==> config.mk <==
export PLATFORM = sky130hd
export DESIGN_NAME = uart_rx
export DESIGN_NICKNAME = d
export VERILOG_FILES = /design/src/rtl/uart_rx.sv
export SDC_FILE = /design/constraint.sdc
export NUM_CORES = 1
export LEC_CHECK = 0
export BUFFER_PORTS_ARGS = -buffer_cell sky130_fd_sc_hd__buf_2
export CAP_MARGIN = 25
export CORE_AREA = 2 2 60 62
export DETAILED_ROUTE_END_ITERATION = 7
export DIE_AREA = 0 0 62 64
export HOLD_SLACK_MARGIN = 0.02
export PLACE_DENSITY = 0.91
export SLEW_MARGIN = 20
export SYNTH_ARGS = -nofsm -noshare
export SYNTH_HDL_FRONTEND = slang
export SYNTH_SLANG_ARGS = --single-unit
==> constraint.sdc <==
create_clock -name clk -period 3.6 [get_ports clk]
set_clock_uncertainty 0.15 [all_clocks]
set_input_delay 0.18 -clock clk [delete_from_list [all_inputs] [get_ports clk]]
set_output_delay 0.18 -clock clk [all_outputs]
set_load 0.03 [all_outputs]
==> src/rtl/uart_rx.sv <==
// Oversampled UART receiver: 2-flop synchronizer, start-bit glitch rejection,
// optional parity, and a single-word valid/ready output register with sticky overrun.
module uart_rx #(
    parameter int DATA_BITS  = 8,
    parameter int OVERSAMPLE = 16
) (
    input  logic                 clk,
    input  logic                 arst_n,
    input  logic                 tick,
    input  logic                 rx,
    input  logic                 parity_en,
    input  logic                 parity_odd,
    input  logic                 rx_ready,
    output logic [DATA_BITS-1:0] rx_data,
    output logic                 rx_valid,
    output logic                 parity_err,
    output logic                 frame_err,
    output logic                 overrun,
    output logic                 busy
);

    localparam int CW = $clog2(OVERSAMPLE);
    localparam int BW = $clog2(DATA_BITS);
    localparam logic [CW-1:0] HALF_LAST = CW'(OVERSAMPLE / 2 - 1);
    localparam logic [CW-1:0] FULL_LAST = CW'(OVERSAMPLE - 1);
    localparam logic [BW-1:0] BIT_LAST  = BW'(DATA_BITS - 1);

    typedef enum logic [2:0] {IDLE, START, DATA, PARITY, STOP} state_t;

    state_t               state;
    logic                 rx_meta;
    logic                 rx_sync;
    logic                 rx_last;
    logic [CW-1:0]        tick_cnt;
    logic [BW-1:0]        bit_cnt;
    logic [DATA_BITS-1:0] shift;
    logic                 par_en_q;
    logic                 par_odd_q;
    logic                 par_bad;
    logic                 stop_bad;
    logic                 done;
    logic                 bit_end;

    assign bit_end = (tick_cnt == FULL_LAST);

    // NOTE: sequential state uses non-blocking assignments so every flop samples pre-edge values.
    always_ff @(posedge clk or negedge arst_n) begin
        if (!arst_n) begin
            rx_meta <= 1'b1;
            rx_sync <= 1'b1;
        end else begin
            rx_meta <= rx;
            rx_sync <= rx_meta;
        end
    end

    always_ff @(posedge clk or negedge arst_n) begin
        if (!arst_n) begin
            state     <= IDLE;
            busy      <= 1'b0;
            rx_last   <= 1'b1;
            tick_cnt  <= '0;
            bit_cnt   <= '0;
            shift     <= '0;
            par_en_q  <= 1'b0;
            par_odd_q <= 1'b0;
            par_bad   <= 1'b0;
            stop_bad  <= 1'b0;
            done      <= 1'b0;
        end else begin
            done <= 1'b0;
            if (tick) begin
                // NOTE: rx_last follows the line only on ticks, so a held-low break never looks like a fresh edge.
                rx_last <= rx_sync;
                case (state)
                    IDLE: begin
                        if (rx_last && !rx_sync) begin
                            state    <= START;
                            busy     <= 1'b1;
                            tick_cnt <= '0;
                        end
                    end
                    START: begin
                        if (tick_cnt == HALF_LAST) begin
                            tick_cnt <= '0;
                            if (!rx_sync) begin
                                state     <= DATA;
                                bit_cnt   <= '0;
                                par_en_q  <= parity_en;
                                par_odd_q <= parity_odd;
                                par_bad   <= 1'b0;
                            end else begin
                                state <= IDLE;
                                busy  <= 1'b0;
                            end
                        end else begin
                            tick_cnt <= tick_cnt + CW'(1);
                        end
                    end
                    DATA: begin
                        if (bit_end) begin
                            tick_cnt <= '0;
                            shift    <= {rx_sync, shift[DATA_BITS-1:1]};
                            if (bit_cnt == BIT_LAST) begin
                                state <= par_en_q ? PARITY : STOP;
                            end else begin
                                bit_cnt <= bit_cnt + BW'(1);
                            end
                        end else begin
                            tick_cnt <= tick_cnt + CW'(1);
                        end
                    end
                    PARITY: begin
                        if (bit_end) begin
                            tick_cnt <= '0;
                            par_bad  <= ((^shift) ^ rx_sync) != par_odd_q;
                            state    <= STOP;
                        end else begin
                            tick_cnt <= tick_cnt + CW'(1);
                        end
                    end
                    STOP: begin
                        if (bit_end) begin
                            tick_cnt <= '0;
                            stop_bad <= !rx_sync;
                            done     <= 1'b1;
                            state    <= IDLE;
                            busy     <= 1'b0;
                        end else begin
                            tick_cnt <= tick_cnt + CW'(1);
                        end
                    end
                    default: begin
                        state <= IDLE;
                        busy  <= 1'b0;
                    end
                endcase
            end
        end
    end

    // Output word register: a completion either loads (possibly alongside a handshake) or is dropped as overrun.
    always_ff @(posedge clk or negedge arst_n) begin
        if (!arst_n) begin
            rx_data    <= '0;
            rx_valid   <= 1'b0;
            parity_err <= 1'b0;
            frame_err  <= 1'b0;
            overrun    <= 1'b0;
        end else begin
            if (rx_valid && rx_ready) begin
                rx_valid <= 1'b0;
                overrun  <= 1'b0;
            end
            if (done) begin
                if (rx_valid && !rx_ready) begin
                    overrun <= 1'b1;
                end else begin
                    rx_data    <= shift;
                    parity_err <= par_bad;
                    frame_err  <= stop_bad;
                    rx_valid   <= 1'b1;
                end
            end
        end
    end

endmodule
# After elaboration in Yosys (flattened, before gate mapping)
# Cells that the tools add are included.
[totals] reg_bits=39 inputBits=7 out_inout_bits=13 wordCells=98
[classes] n_addsub=2 n_eq_ne=17 n_mux=36 n_bitwise=4 n_reduce_logical=21
[ops] operator="$mux 3" count=11
[ops] operator="$ne 2x2->1 const B" count=9
[ops] operator="$mux 1" count=16
[ops] operator="$pmux 3 s5" count=1
[ops] operator="$mux 4" count=3
[ops] operator="$pmux 4 s3" count=1
[ops] operator="$reduce_and 6->1" count=2
[ops] operator="$reduce_and 3->1" count=3
[ops] operator="$reduce_xor 8->1" count=1
[ops] operator="$reduce_and 7->1" count=1
[ops] operator="$eq 3x2->1 const B" count=2
[ops] operator="$eq 3x3->1 const B" count=2
[ops] operator="$pmux 3 s2" count=1
[ops] operator="$reduce_and 5->1" count=1
[ops] operator="$add 4x1->4 const B" count=1
[ops] operator="$eq 4x3->1 const B" count=1
[ops] operator="$eq 4x4->1 const B" count=1
[ops] operator="$pmux 1 s4" count=1
[ops] operator="$reduce_and 4->1" count=1
[ops] operator="$reduce_bool 2->1" count=2
[ops] operator="$add 3x1->3 const B" count=1
[ops] operator="$eq 3x1->1 const B" count=1
[ops] operator="$logic_and 1x1->1" count=3
[ops] operator="$logic_not 3->1" count=1
[ops] operator="10 further kinds" count=13

# Depth between registers and ports, before layout
# Gate-level depths: netlist of run 1.
[depth] word_depth=5 ltp_mapped=7 mapped_depth_nobuf=7

# Least setup slack after synthesis of run 1
# Ideal clock, no wire load.
[synth_path] path_type="register to register" start="reg bit_cnt[0]" end="reg bit_cnt[0]" setup_ns=0.125 arrival_time_ns=1.645 required_ns=3.325 slack_ns=1.679 stages_incl_launch_ff=7 n_path_buf=0 synth_period_minus_slack_ns=1.921 cell_sequence="dfrtp_1 ha_1 ha_1 or2b_1 o21ai_0 and4bb_4 mux2_4"
[synth_via] elab_chain_len=4 word_cells_on_any_way=7 cone_classes="add/sub: 1; eq/ne: 2; mux: 3; reduce/logical: 1"
[synth_lines] element="from (decl)" line="35" text="logic [BW-1:0] bit_cnt;"
[synth_lines] element="from (signal assigned)" line="107" text="bit_cnt <= bit_cnt + BW'(1);"
[synth_lines] element="$add 3x1->3" line="107"
[synth_lines] element="$mux 3" line="104" text="if (bit_cnt == BIT_LAST) begin"
[synth_lines] element="$mux 3" line="101" text="if (bit_end) begin"
[synth_lines] element="$pmux 3 s2" line="75" text="case (state)"
# Several ways; a longest one is shown, not always the timed one. The select of a mux whose other input is x is not followed.
# A chain may end at the register's enable or synchronous reset.

# Worst setup path in the final report of run 1
[layout_path] start="reg state[1]" end="reg state[1]"
[layout_via] elab_chain_len=3 word_cells_on_any_way=13 cone_classes="eq/ne: 10; mux: 1; reduce/logical: 2"
[layout_lines] element="from (decl)" line="30" text="state_t state;"
[layout_lines] element="from (signal assigned)" line="105" text="state <= par_en_q ? PARITY : STOP;"
[layout_lines] element="$eq 3x2->1, or another cell as far along" line="75"
[layout_lines] element="$ne 2x2->1 (no line)"
[layout_lines] element="$reduce_and 7->1 (no line)"
# Several ways; a longest one is shown, not always the timed one.

==> summary.md, run 1 <==
| Metric | Value |
|---|---|
| Largest fanout on the critical path | 19 |
| F_max | 471.4 MHz |
| Total CTS buffers | 5 |
| CORE AREA | 3284 um2 |
| Tmin final | 2122 ps |
| Post-synth EDFFs | 0 |
| GR met2 Demand/Resource | 32.16% |
| Clock transition at the registers of the reported paths | 110 ps |
| Met1 Use GR | 25.94% |
| DR iter-0 viols | 36 |
| DR vias | 1,271 |
| Run status | finished clean |
| Netlist cell types | 41 |
| Layout cell share with drive strength beyond 1 | 31.91% |
| Mapped cell area | 1943 um2 |
| Final setup TNS | 0 ps |
| Worst Setup EP | state[1] |
| Antenna Cells | 0 |
| Initial core utilization | 59.16% |
| Die Area | 3968 um2 |
| Critical path class | flip-flop to flip-flop |
| Clk_lat worst skew | 350 ps |
| Required time worst endpoint | 3680 ps |
| Detail Route Antenna Nets | 0 |
| Fillcell total | 254 |
| Nets@finish | 197 |
| Post-Syn Nets | 175 |
| # DRC | 0 |
| H-tree levels | 2 |
| Busiest layer in global routing | met2 |
| CP startpoint kind | flip-flop |
| Met3 usage | 5.061% |
| Port Buf Inserts | 19 |
| Worst-margin pin slew | 828.4 ps |
| Clock Tree Buf Depth | 2 |
| Most used DFF post-synth | dfrtp_1 |
| Core Rows | 21 |
| # clock sinks | 39 |
| Die height | 64 um |
| Post-synth ARST share | 100.0% |
| Vias in the first global route | 1,261 |
| Yosys warns | 0 |
| Final setup viols | 0 |
| Most common cell after layout, fill and taps aside | dfrtp_1 |
| Largest net degree at the start of global routing | 40 |
| Area leader, netlist | dfrtp_1 |
| Power Dens Cells | 569.1 nW/um2 |
| Maximum VDD drop | 360.0 uV |
| Most frequent cells in the layout | dfrtp_1 (36), mux2_2 (19), buf_2 (19) |
| Pleak | 1.011 nW |
| Worst setup path startpoint | state[1] |
| Max-cap viol count | 0 |
| Relative slew slack | 44.77% |
| Final GP Congestion | 0.8216 |
| Post-synth top area share | 46.36% |
| Initial antenna violation count | 0 |
| Final core occ | 65.30% |
| Hold Path Class | primary input to flip-flop |
| Routed WL | 3.479 mm |
| Drt pass-1 iters | 4 |
| Cells on worst reg2reg path | 5 |
| Die width | 62 um |
| Grt total ovfl | 0 |
| DP HPWL | 2.477 mm |
| Final hold violation count | 0 |
| Critical path endpoint category | flip-flop |
| Via/cell ratio | 5.432 |
| FF-to-FF Start | state[1] |
| Sequential share of the synthesized area | 50.42% |
| Gate Count Post-Synth | 165 |
| Final Max Slew Viols | 0 |
| WL/cell | 14.87 um |
| Post-CTS setup buffers | 0 |
| Tot GR Track Use | 20.08% |
| First-pass GRT wire length | 5.802 mm |
| Seq cells post-synth | 39 |
| Area contributors post-synth | dfrtp_1 (46%), mux2_2 (11%), xnor2_1 (4.5%) |
| WHS Path Cells | 2 |
| Critical path data arrival time | 2210 ps |
| Io pins | 20 |
| RSZ-0062 raised after global routing | false |
| Avg Cell Area, Syn | 11.78 um2 |
| Worst reg2reg endpoint | state[1] |
| CTS tree | yes |
| Clock root buffer master | clkbuf_4 |
| Synth-to-Final Area Change | 10.37% |
| Fin crit share | 58.93% |
| Flop2flop setup slack | 1480 ps |
==> worst min-delay path by stage <==
stage / startpoint / endpoint / slack [ps]
finish: tick / rx_last / 70
global route: tick / rx_last / 50
CTS: tick / rx_last / 50
detailed placement: rx / rx_meta / 140
global placement: rx / rx_meta / 140
floorplan: arst_n / bit_cnt[0] / -270
==> sequential cells by signal, indices dropped and copies added, names as in the netlist <==
register    cells
rx_data         8
shift           8
tick_cnt        4
bit_cnt         3
state           3
busy            1
done            1
frame_err       1
overrun         1
par_bad         1
par_en_q        1
par_odd_q       1
parity_err      1
rx_last         1
rx_meta         1
rx_sync         1
rx_valid        1
stop_bad        1
==> routing by layer <==
metal  up-vias  wire length, um
met3         6              125
met5         -                0
li1        614                -
met4         0               48
met1       625             1377
met2        26             1928
==> per-stage QoR <==
| step | std cells | setup slack, ps | total power [mW] | hold slack, ps | area (um2) |
|---|---|---|---|---|---|
| after floorplan | 165 | 1679 | 0.9491 | -265.6 | 1943 |
| after global placement | 221 | 1623 | 0.9578 | 135.0 | 2034 |
| after detailed placement | 221 | 1504 | 0.9864 | 144.2 | 2034 |
| after CTS | 234 | 1487 | 1.224 | 45.56 | 2145 |
| after global routing | 234 | 1296 | 1.308 | 49.29 | 2145 |
| final | 234 | 1479 | 1.220 | 74.53 | 2145 |
==> layout make-up <==
class	count	area, um2	share of cell area (%)
clock buffer	7	55.05	2.567
clock inverter	1	5.005	0.2334
inverter	4	15.01	0.7001
multi-input combinational	113	887.1	41.37
sequential	39	979.7	45.68
tap	46	57.56	2.684
timing repair buffer	24	145.1	6.768
==> power by group <==
group          leakage, nW  internal, mW  switching, mW  total (mW)
clock network       0.0353        0.0947          0.137       0.232
logic                0.461         0.186          0.208       0.393
registers            0.515         0.489          0.106       0.595
==> cells in the mapped netlist, drive strengths merged (2+ instances only) <==
| cell type | number |
|---|---|
| clkbuf | 3 |
| nor2 | 11 |
| mux2 | 23 |
| xnor2 | 10 |
| dfstp | 3 |
| inv | 4 |
| o21ai | 12 |
| nand2 | 9 |
| dfrtp | 36 |
| nand2b | 5 |
| mux2i | 4 |
| nand3 | 7 |
| nor3 | 2 |
| ha | 3 |
| a21oi | 7 |
| buf | 6 |
| and3 | 4 |
==> cells by family after synthesis <==
| family | count (synthesis) | share of synthesized area [%] |
|---|---|---|
| xor+xnor | 11 | 4.958 |
| fa+ha+maj | 4 | 2.447 |
| simple gates | 47 | 14.17 |
| mux | 27 | 15.97 |
| compound gates | 24 | 8.114 |
| buf+inv | 13 | 3.927 |
| flops | 39 | 50.42 |
==> critical path, stage by stage, from the launching register on <==
cell,delay [ps]
dfrtp_1,690
or2_1,320
o31ai_4,140
nor4_4,390
mux2i_1,220
o21ai_1,90
==> what timing repair did <==
action                                 4_1_cts  5_1_grt
setup endpoints to repair                    0        0
endpoints found under the hold margin       41        0
hold buffers                                 5        0
resized for setup                            0        0
Power figures use the tool's default switching activity.
==> run 2: changes to the inputs <==
ABC_AREA = 1   (was not set)
CORE_AREA = 2 2 62 64   (was 2 2 60 62)
DIE_AREA = 0 0 64 66   (was 0 0 62 64)
PLACE_DENSITY = 0.86   (was 0.91)
clock period = 2.2 ns   (was 3.6 ns; I/O delays follow)
==> summary.md, run 2 <==
| Metric | Value |
|---|---|
| Run status | finished clean (unchanged) |
| Seq cells post-synth | 39 (unchanged) |
| Power Dens Cells | 813.6 nW/um2 (was 569.1 nW/um2) |
| Relative slew slack | 45.80% (was 44.77%) |
| PostCTS Resize Cnt | 0 (unchanged) |
| Io pins | 20 (unchanged) |
| Hold_buf cts | 6 (was 5) |
| Drt pass-1 iters | 4 (unchanged) |
| Met2 WL | 1.524 mm (was 1.928 mm) |
| First-pass GRT wire length | 5.809 mm (was 5.802 mm) |
| Die Area | 4224 um2 (was 3968 um2) |
| Final setup TNS | 0 ps (unchanged) |
| H-tree levels | 2 (unchanged) |
| Nets@finish | 265 (was 197) |
| Tmin final | 1763 ps (was 2122 ps) |
| RSZ-0062 raised after global routing | false (unchanged) |
| WL met1 | 1.556 mm (was 1.377 mm) |
| Final setup viols | 0 (unchanged) |
| Initial core utilization | 55.11% (was 59.16%) |
| Synth-to-Final Area Change | 14.64% (was 10.37%) |
| Critical path data arrival time | 1860 ps (was 2210 ps) |
| Post-Syn Nets | 234 (was 175) |
| Final core occ | 63.18% (was 65.30%) |
| Hold Path Class | flip-flop to flip-flop (was primary input to flip-flop) |
| Area after DPL | 2105 um2 (was 2034 um2) |
| Port Buf Inserts | 19 (unchanged) |
| Fin crit share | 80.13% (was 58.93%) |
| # DRC | 0 (unchanged) |
| Core Rows | 22 (was 21) |
| Synth top cells by count | nand2_1 (66), dfrtp_1 (36), inv_1 (26), o21ai_0 (11), o21ai_2 (11) (was dfrtp_1 (36), mux2_2 (19), nor2_1 (10), xnor2_1 (10), nand2_1 (9)) |
| Total CTS buffers | 5 (unchanged) |
| DP HPWL | 2.439 mm (was 2.477 mm) |
| WL/cell | 10.79 um (was 14.87 um) |
| Vias in the first global route | 1,361 (was 1,261) |
| Antenna Cells | 0 (unchanged) |
| Yosys warns | 0 (unchanged) |
| Cells after DPL | 290 (was 221) |
| Tot GR Track Use | 18.12% (was 20.08%) |
| Routed WL | 3.279 mm (was 3.479 mm) |
| Final GP Congestion | 0.8790 (was 0.8216) |
| Cell Count, Final, Fillers Out | 304 (was 234) |
| Top Metal Used | met4 (unchanged) |
| Max-cap viol count | 0 (unchanged) |
| Clock Tree Buf Depth | 2 (unchanged) |
| Largest fanout on the critical path | 16 (was 19) |
| # clock sinks | 39 (unchanged) |
| Required time worst endpoint | 2300 ps (was 3680 ps) |
| DR vias | 1,501 (was 1,271) |
| Worst-margin pin slew | 813.0 ps (was 828.4 ps) |
| CTS tree | yes (unchanged) |
| Met3 wire len | 126 um (was 125 um) |
| Area leader, netlist | dfrtp_1 (unchanged) |
| Most used DFF post-synth | dfrtp_1 (unchanged) |
| Mapped cell area | 1957 um2 (was 1943 um2) |
| Critical path endpoint category | flip-flop (unchanged) |
| Die width | 64 um (was 62 um) |
| Fillcell total | 303 (was 254) |
| WHS | 213.4 ps (was 74.53 ps) |
| Clock transition at the registers of the reported paths | 120 ps (was 110 ps) |
| Netlist cell types | 30 (was 41) |
| Largest registers | rx_data (8), shift (8), tick_cnt (4) (unchanged) |
| Post-synth top area share | 46.04% (was 46.36%) |
| CORE AREA | 3551 um2 (was 3284 um2) |
| Layout cell share with drive strength beyond 1 | 26.17% (was 31.91%) |
| Post-synth ARST share | 100.0% (unchanged) |
| Top-count cell post-synth | nand2_1 (was dfrtp_1) |
| Avg Cell Area, Syn | 8.736 um2 (was 11.78 um2) |
| F_max | 567.3 MHz (was 471.4 MHz) |
| Maximum VDD drop | 355.5 uV (was 360.0 uV) |
| Sequential share of the synthesized area | 50.06% (was 50.42%) |
| Crit path cell chain | ha_1 > nand2_1 > nor2_2 > inv_1 > nor2_2 > nand2_2 > nand2_1 > o21ai_2 (was or2_1 > o31ai_4 > nor4_4 > mux2i_1 > o21ai_1) |
| DR iter-0 viols | 70 (was 36) |
| Final hold violation count | 0 (unchanged) |
| Via/cell ratio | 4.938 (was 5.432) |
| Detail Route Antenna Nets | 0 (unchanged) |
| Crit path largest cell delay | 400 ps (was 690 ps) |
| Post-CTS setup buffers | 0 (unchanged) |
| Final Cell Area | 2243 um2 (was 2145 um2) |
| Most common cell after layout, fill and taps aside | nand2_1 (was dfrtp_1) |
| Pleak | 1.140 nW (was 1.011 nW) |
| CP max-delay cell | dfrtp_1 (unchanged) |
| CP startpoint kind | flip-flop (unchanged) |
| Clock root buffer master | clkbuf_4 (unchanged) |
| Post-synth EDFFs | 0 (unchanged) |
| Largest net degree at the start of global routing | 40 (unchanged) |
| Clk_lat worst skew | 360 ps (was 350 ps) |
| Die height | 66 um (was 64 um) |
| Final Max Slew Viols | 0 (unchanged) |
| Most frequent cells in the layout | nand2_1 (66), dfrtp_1 (36), inv_1 (26) (was dfrtp_1 (36), mux2_2 (19), buf_2 (19)) |
| Grt total ovfl | 0 (unchanged) |
| Initial antenna violation count | 0 (unchanged) |
| Area contributors post-synth | dfrtp_1 (46%), nand2_1 (13%), inv_1 (5.0%) (was dfrtp_1 (46%), mux2_2 (11%), xnor2_1 (4.5%)) |
| Gate Count Post-Synth | 224 (was 165) |
| Critical path class | flip-flop to flip-flop (unchanged) |
run 2: cell types whose count changed after synthesis, moves of 4 or more:
cell	delta
mux2i_1	-4
xnor2_1	-8
mux2_2	-15
nand4_1	+4
nand2_2	+7
inv_1	+22
nand2b_1	-5
o21ai_2	+11
nand2_1	+57
run 2: logic make-up after synthesis:
| kind of cell | count (synthesis) | share of synthesized area, % |
|---|---|---|
| XOR/XNOR | 4 | 1.791 |
| AO/OA/AOI/OAI | 34 | 11.06 |
| adder cells (fa/ha/maj) | 3 | 1.918 |
| buffers and inverters | 32 | 6.649 |
| AND/OR/NAND/NOR | 108 | 26.21 |
| flip-flops | 39 | 50.06 |
| multiplexers | 4 | 2.302 |
run 2: critical path: cells and delay by family, from the launching register on:
family | cells | cell delay [ps]
buf+inv | 1 | 120
simple gates | 5 | 750
fa+ha+maj | 1 | 200
flops | 1 | 400
compound gates | 1 | 60
run 2: report_power, final:
group	internal (mW)	switching [mW]	leakage [nW]
sequential	0.781	0.0605	0.529
combinational	0.175	0.335	0.572
clock	0.240	0.234	0.0385
run 2: final timing paths:
check                            start       end  slack, ps  depth (start not counted)
max                        tick_cnt[0]  shift[5]        440                          8
min                            rx_meta   rx_sync        210                          0
max reg2reg                tick_cnt[0]  shift[5]        440                          8
min reg2reg                    rx_meta   rx_sync        210                          0
max in group asynchronous       arst_n  state[2]       1140                          2
min in group asynchronous       arst_n  shift[3]        230                          2
run 2: layout make-up:
| type | instances | area [um2] | share of cell area, % |
|---|---|---|---|
| clock buffers | 6 | 41.29 | 1.840 |
| multi-input cells | 153 | 847.1 | 37.76 |
| flip-flops and latches | 39 | 979.7 | 43.67 |
| repair buffers | 26 | 162.7 | 7.250 |
| inverters | 30 | 115.1 | 5.131 |
| well taps | 48 | 60.06 | 2.677 |
| clock inverters | 2 | 37.54 | 1.673 |
run 2: metrics by stage:
| step | power [mW] | worst slack [ps] |
|---|---|---|
| after floorplan | 1.245 | 615.2 |
| after global placement | 1.344 | 505.6 |
| after detailed placement | 1.359 | 446.6 |
| after CTS | 1.840 | 446.4 |
| after global routing | 1.943 | 265.8 |
| final | 1.825 | 437.1 |
run 2: per-layer routing:
layer	up-vias	global-route usage, %
met3	7	5.622
li1	779	-
met5	-	0
met1	691	22.84
met4	0	8.967
met2	24	28.26
==> run 3: changes to the inputs <==
clock period = 1.8 ns   (was 2.2 ns; I/O delays follow)
==> summary.md, run 3 (synthesis results as in run 2) <==
| Metric | Value |
|---|---|
| Run status | finished clean (unchanged) |
| Vias in the first global route | 1,435 (was 1,361) |
| Switching Fraction | 34.29% (was 34.51%) |
| Worst slack, placed | 15.72 ps (was 446.6 ps) |
| Total CTS buffers | 5 (unchanged) |
| Top delay family on crit path | simple AND/OR/NAND/NOR gates (unchanged) |
| Routed WL | 3.504 mm (was 3.279 mm) |
| Final setup margin | 101.7 ps (was 437.1 ps) |
| Tmin final | 1698 ps (was 1763 ps) |
| Largest net degree at the start of global routing | 40 (unchanged) |
| Synth-to-Final Area Change | 16.69% (was 14.64%) |
| Pleak | 1.173 nW (was 1.140 nW) |
| Nets@finish | 267 (was 265) |
| CORE AREA | 3551 um2 (unchanged) |
| Area after DPL | 2112 um2 (was 2105 um2) |
| Tot GR Track Use | 18.76% (was 18.12%) |
| Core Rows | 22 (unchanged) |
| P_int | 1.501 mW (was 1.195 mW) |
| Die height | 66 um (unchanged) |
| CP max-delay cell | dfrtp_1 (unchanged) |
| Die width | 64 um (unchanged) |
| Critical path data arrival time | 1810 ps (was 1860 ps) |
| Fillcell total | 287 (was 303) |
| Crit path cell chain | ha_2 > nand2_2 > nor2_4 > inv_2 > nor2_2 > nand2_4 > nand2_1 > o21ai_2 (was ha_1 > nand2_1 > nor2_2 > inv_1 > nor2_2 > nand2_2 > nand2_1 > o21ai_2) |
| First-pass GRT wire length | 6.092 mm (was 5.809 mm) |
| Final setup viols | 0 (unchanged) |
| Final setup TNS | 0 ps (unchanged) |
| Drt pass-1 iters | 4 (unchanged) |
| Crit path largest cell delay | 400 ps (about the same) |
| Final Cell Area | 2283 um2 (was 2243 um2) |
| Final core occ | 64.31% (was 63.18%) |
| Layout cell share with drive strength beyond 1 | 28.68% (was 26.17%) |
| F_max | 588.8 MHz (was 567.3 MHz) |
| Via/cell ratio | 5.036 (was 4.938) |
| Seq pwr share | 45.3% (was 46.1%) |
| Grt total ovfl | 0 (unchanged) |
| Final GP Congestion | 0.9696 (was 0.8790) |
| DR vias | 1,541 (was 1,501) |
| Initial antenna violation count | 0 (unchanged) |
| Clock Tree Buf Depth | 2 (unchanged) |
| CP startpoint kind | flip-flop (unchanged) |
| Final Max Slew Viols | 0 (unchanged) |
| Fin crit share | 94.35% (was 80.13%) |
| Hold Path Class | primary input to asynchronous set/reset pin (was flip-flop to flip-flop) |
| Cell Count, Final, Fillers Out | 306 (was 304) |
| Power share of the clock group | 26.7% (was 25.9%) |
| Power Dens Cells | 1000 nW/um2 (was 813.6 nW/um2) |
| Maximum VDD drop | 493.6 uV (was 355.5 uV) |
| Io pins | 20 (unchanged) |
| Detail Route Antenna Nets | 0 (unchanged) |
| Antenna Cells | 0 (unchanged) |
| Critical path class | flip-flop to flip-flop (unchanged) |
| # clock sinks | 39 (unchanged) |
| Largest fanout on the critical path | 16 (unchanged) |
| Buf+Inv Stages, Crit Path | 1 (unchanged) |
| CTS tree | yes (unchanged) |
| WHS | 146.2 ps (was 213.4 ps) |
| Worst-margin pin slew | 474.7 ps (was 813.0 ps) |
| P_sw | 0.7833 mW (was 0.6299 mW) |
| Critical path endpoint category | flip-flop (unchanged) |
| WL/cell | 11.45 um (was 10.79 um) |
| Final hold violation count | 0 (unchanged) |
| Clk_lat worst skew | 360 ps (about the same) |
| Storage cell area | 979.7 um2 (unchanged) |
| Port Buf Inserts | 19 (unchanged) |
| DR iter-0 viols | 94 (was 70) |
| Most common cell after layout, fill and taps aside | nand2_1 (unchanged) |
| Most frequent cells in the layout | nand2_1 (65), dfrtp_1 (36), inv_1 (25) (was nand2_1 (66), dfrtp_1 (36), inv_1 (26)) |
| Tot Pwr | 2.284 mW (was 1.825 mW) |
| Required time worst endpoint | 1910 ps (was 2300 ps) |
| Largest registers | rx_data (8), shift (8), tick_cnt (4) (unchanged) |
| Relative slew slack | 68.35% (was 45.80%) |
| Cells after DPL | 291 (was 290) |
| H-tree levels | 2 (unchanged) |
| Initial core utilization | 55.11% (unchanged) |
| Clock root buffer master | clkbuf_4 (unchanged) |
| # DRC | 0 (unchanged) |
| Max-cap viol count | 0 (unchanged) |
| Comb power frac | 28.0% (about the same) |
| Die Area | 4224 um2 (unchanged) |
| DP HPWL | 2.465 mm (was 2.439 mm) |
| Area occupied by multi-input gates | 864.6 um2 (was 847.1 um2) |
| Clock transition at the registers of the reported paths | 110 ps (was 120 ps) |
-- run 3: cell types whose count changed in the layout (fill, tap and decap cells not counted), sizes merged --
cell and delta:
buf +2, clkinv +1, clkinvlp -1
-- run 3: worst min-delay path, stage by stage --
cell and delay [ps]:
dlygate4sd3_1 520, buf_2 90, buf_4 400
-- run 3: what timing repair did --
item	4_1_cts	5_1_grt
hold endpoints to repair	56	0
buffers inserted	0	1
hold buffers	6	0
gates resized for setup	0	6
setup endpoints to repair	0	11
-- run 3: power by group through the flow --
| stage | Combinational (mW) | Sequential [mW] | Clock (mW) |
|---|---|---|---|
| after floorplan | 0.468 | 1.05 | 0 |
| after global placement | 0.604 | 1.04 | 0 |
| after detailed placement | 0.616 | 1.05 | 0 |
| after CTS | 0.628 | 1.03 | 0.634 |
| after global routing | 0.723 | 1.05 | 0.668 |
| final | 0.638 | 1.04 | 0.611 |
-- run 3: layer usage --
| layer | vias to the layer above | share of wire, % | track usage, % |
|---|---|---|---|
| li1 | 791 | - | - |
| met1 | 720 | 47 | 23.52 |
| met2 | 24 | 47 | 29.43 |
| met3 | 6 | 3.8 | 5.281 |
| met4 | 0 | 2.1 | 10.05 |
| met5 | - | 0 | 0 |
-- run 3: final timing paths --
check | from | cells after the start | slack [ps] | endpoint
hold / removal | arst_n | 3 | 150 | rx_data[5]
min in group clk | rx_meta | 0 | 210 | rx_sync
max in group asynchronous | arst_n | 3 | 1000 | rx_last
setup / recovery | tick_cnt[0] | 8 | 100 | shift[1]
hold reg to reg | rx_meta | 0 | 210 | rx_sync
setup reg to reg | tick_cnt[0] | 8 | 100 | shift[1]
-- run 3: final cells by class --
cell class | count | share of cell area, %
inverters | 30 | 5.041
clock inverters | 2 | 1.534
multi-input cells | 153 | 37.86
repair buffers | 28 | 7.781
well taps | 48 | 2.630
clock buffers | 6 | 2.247
flip-flops and latches | 39 | 42.90
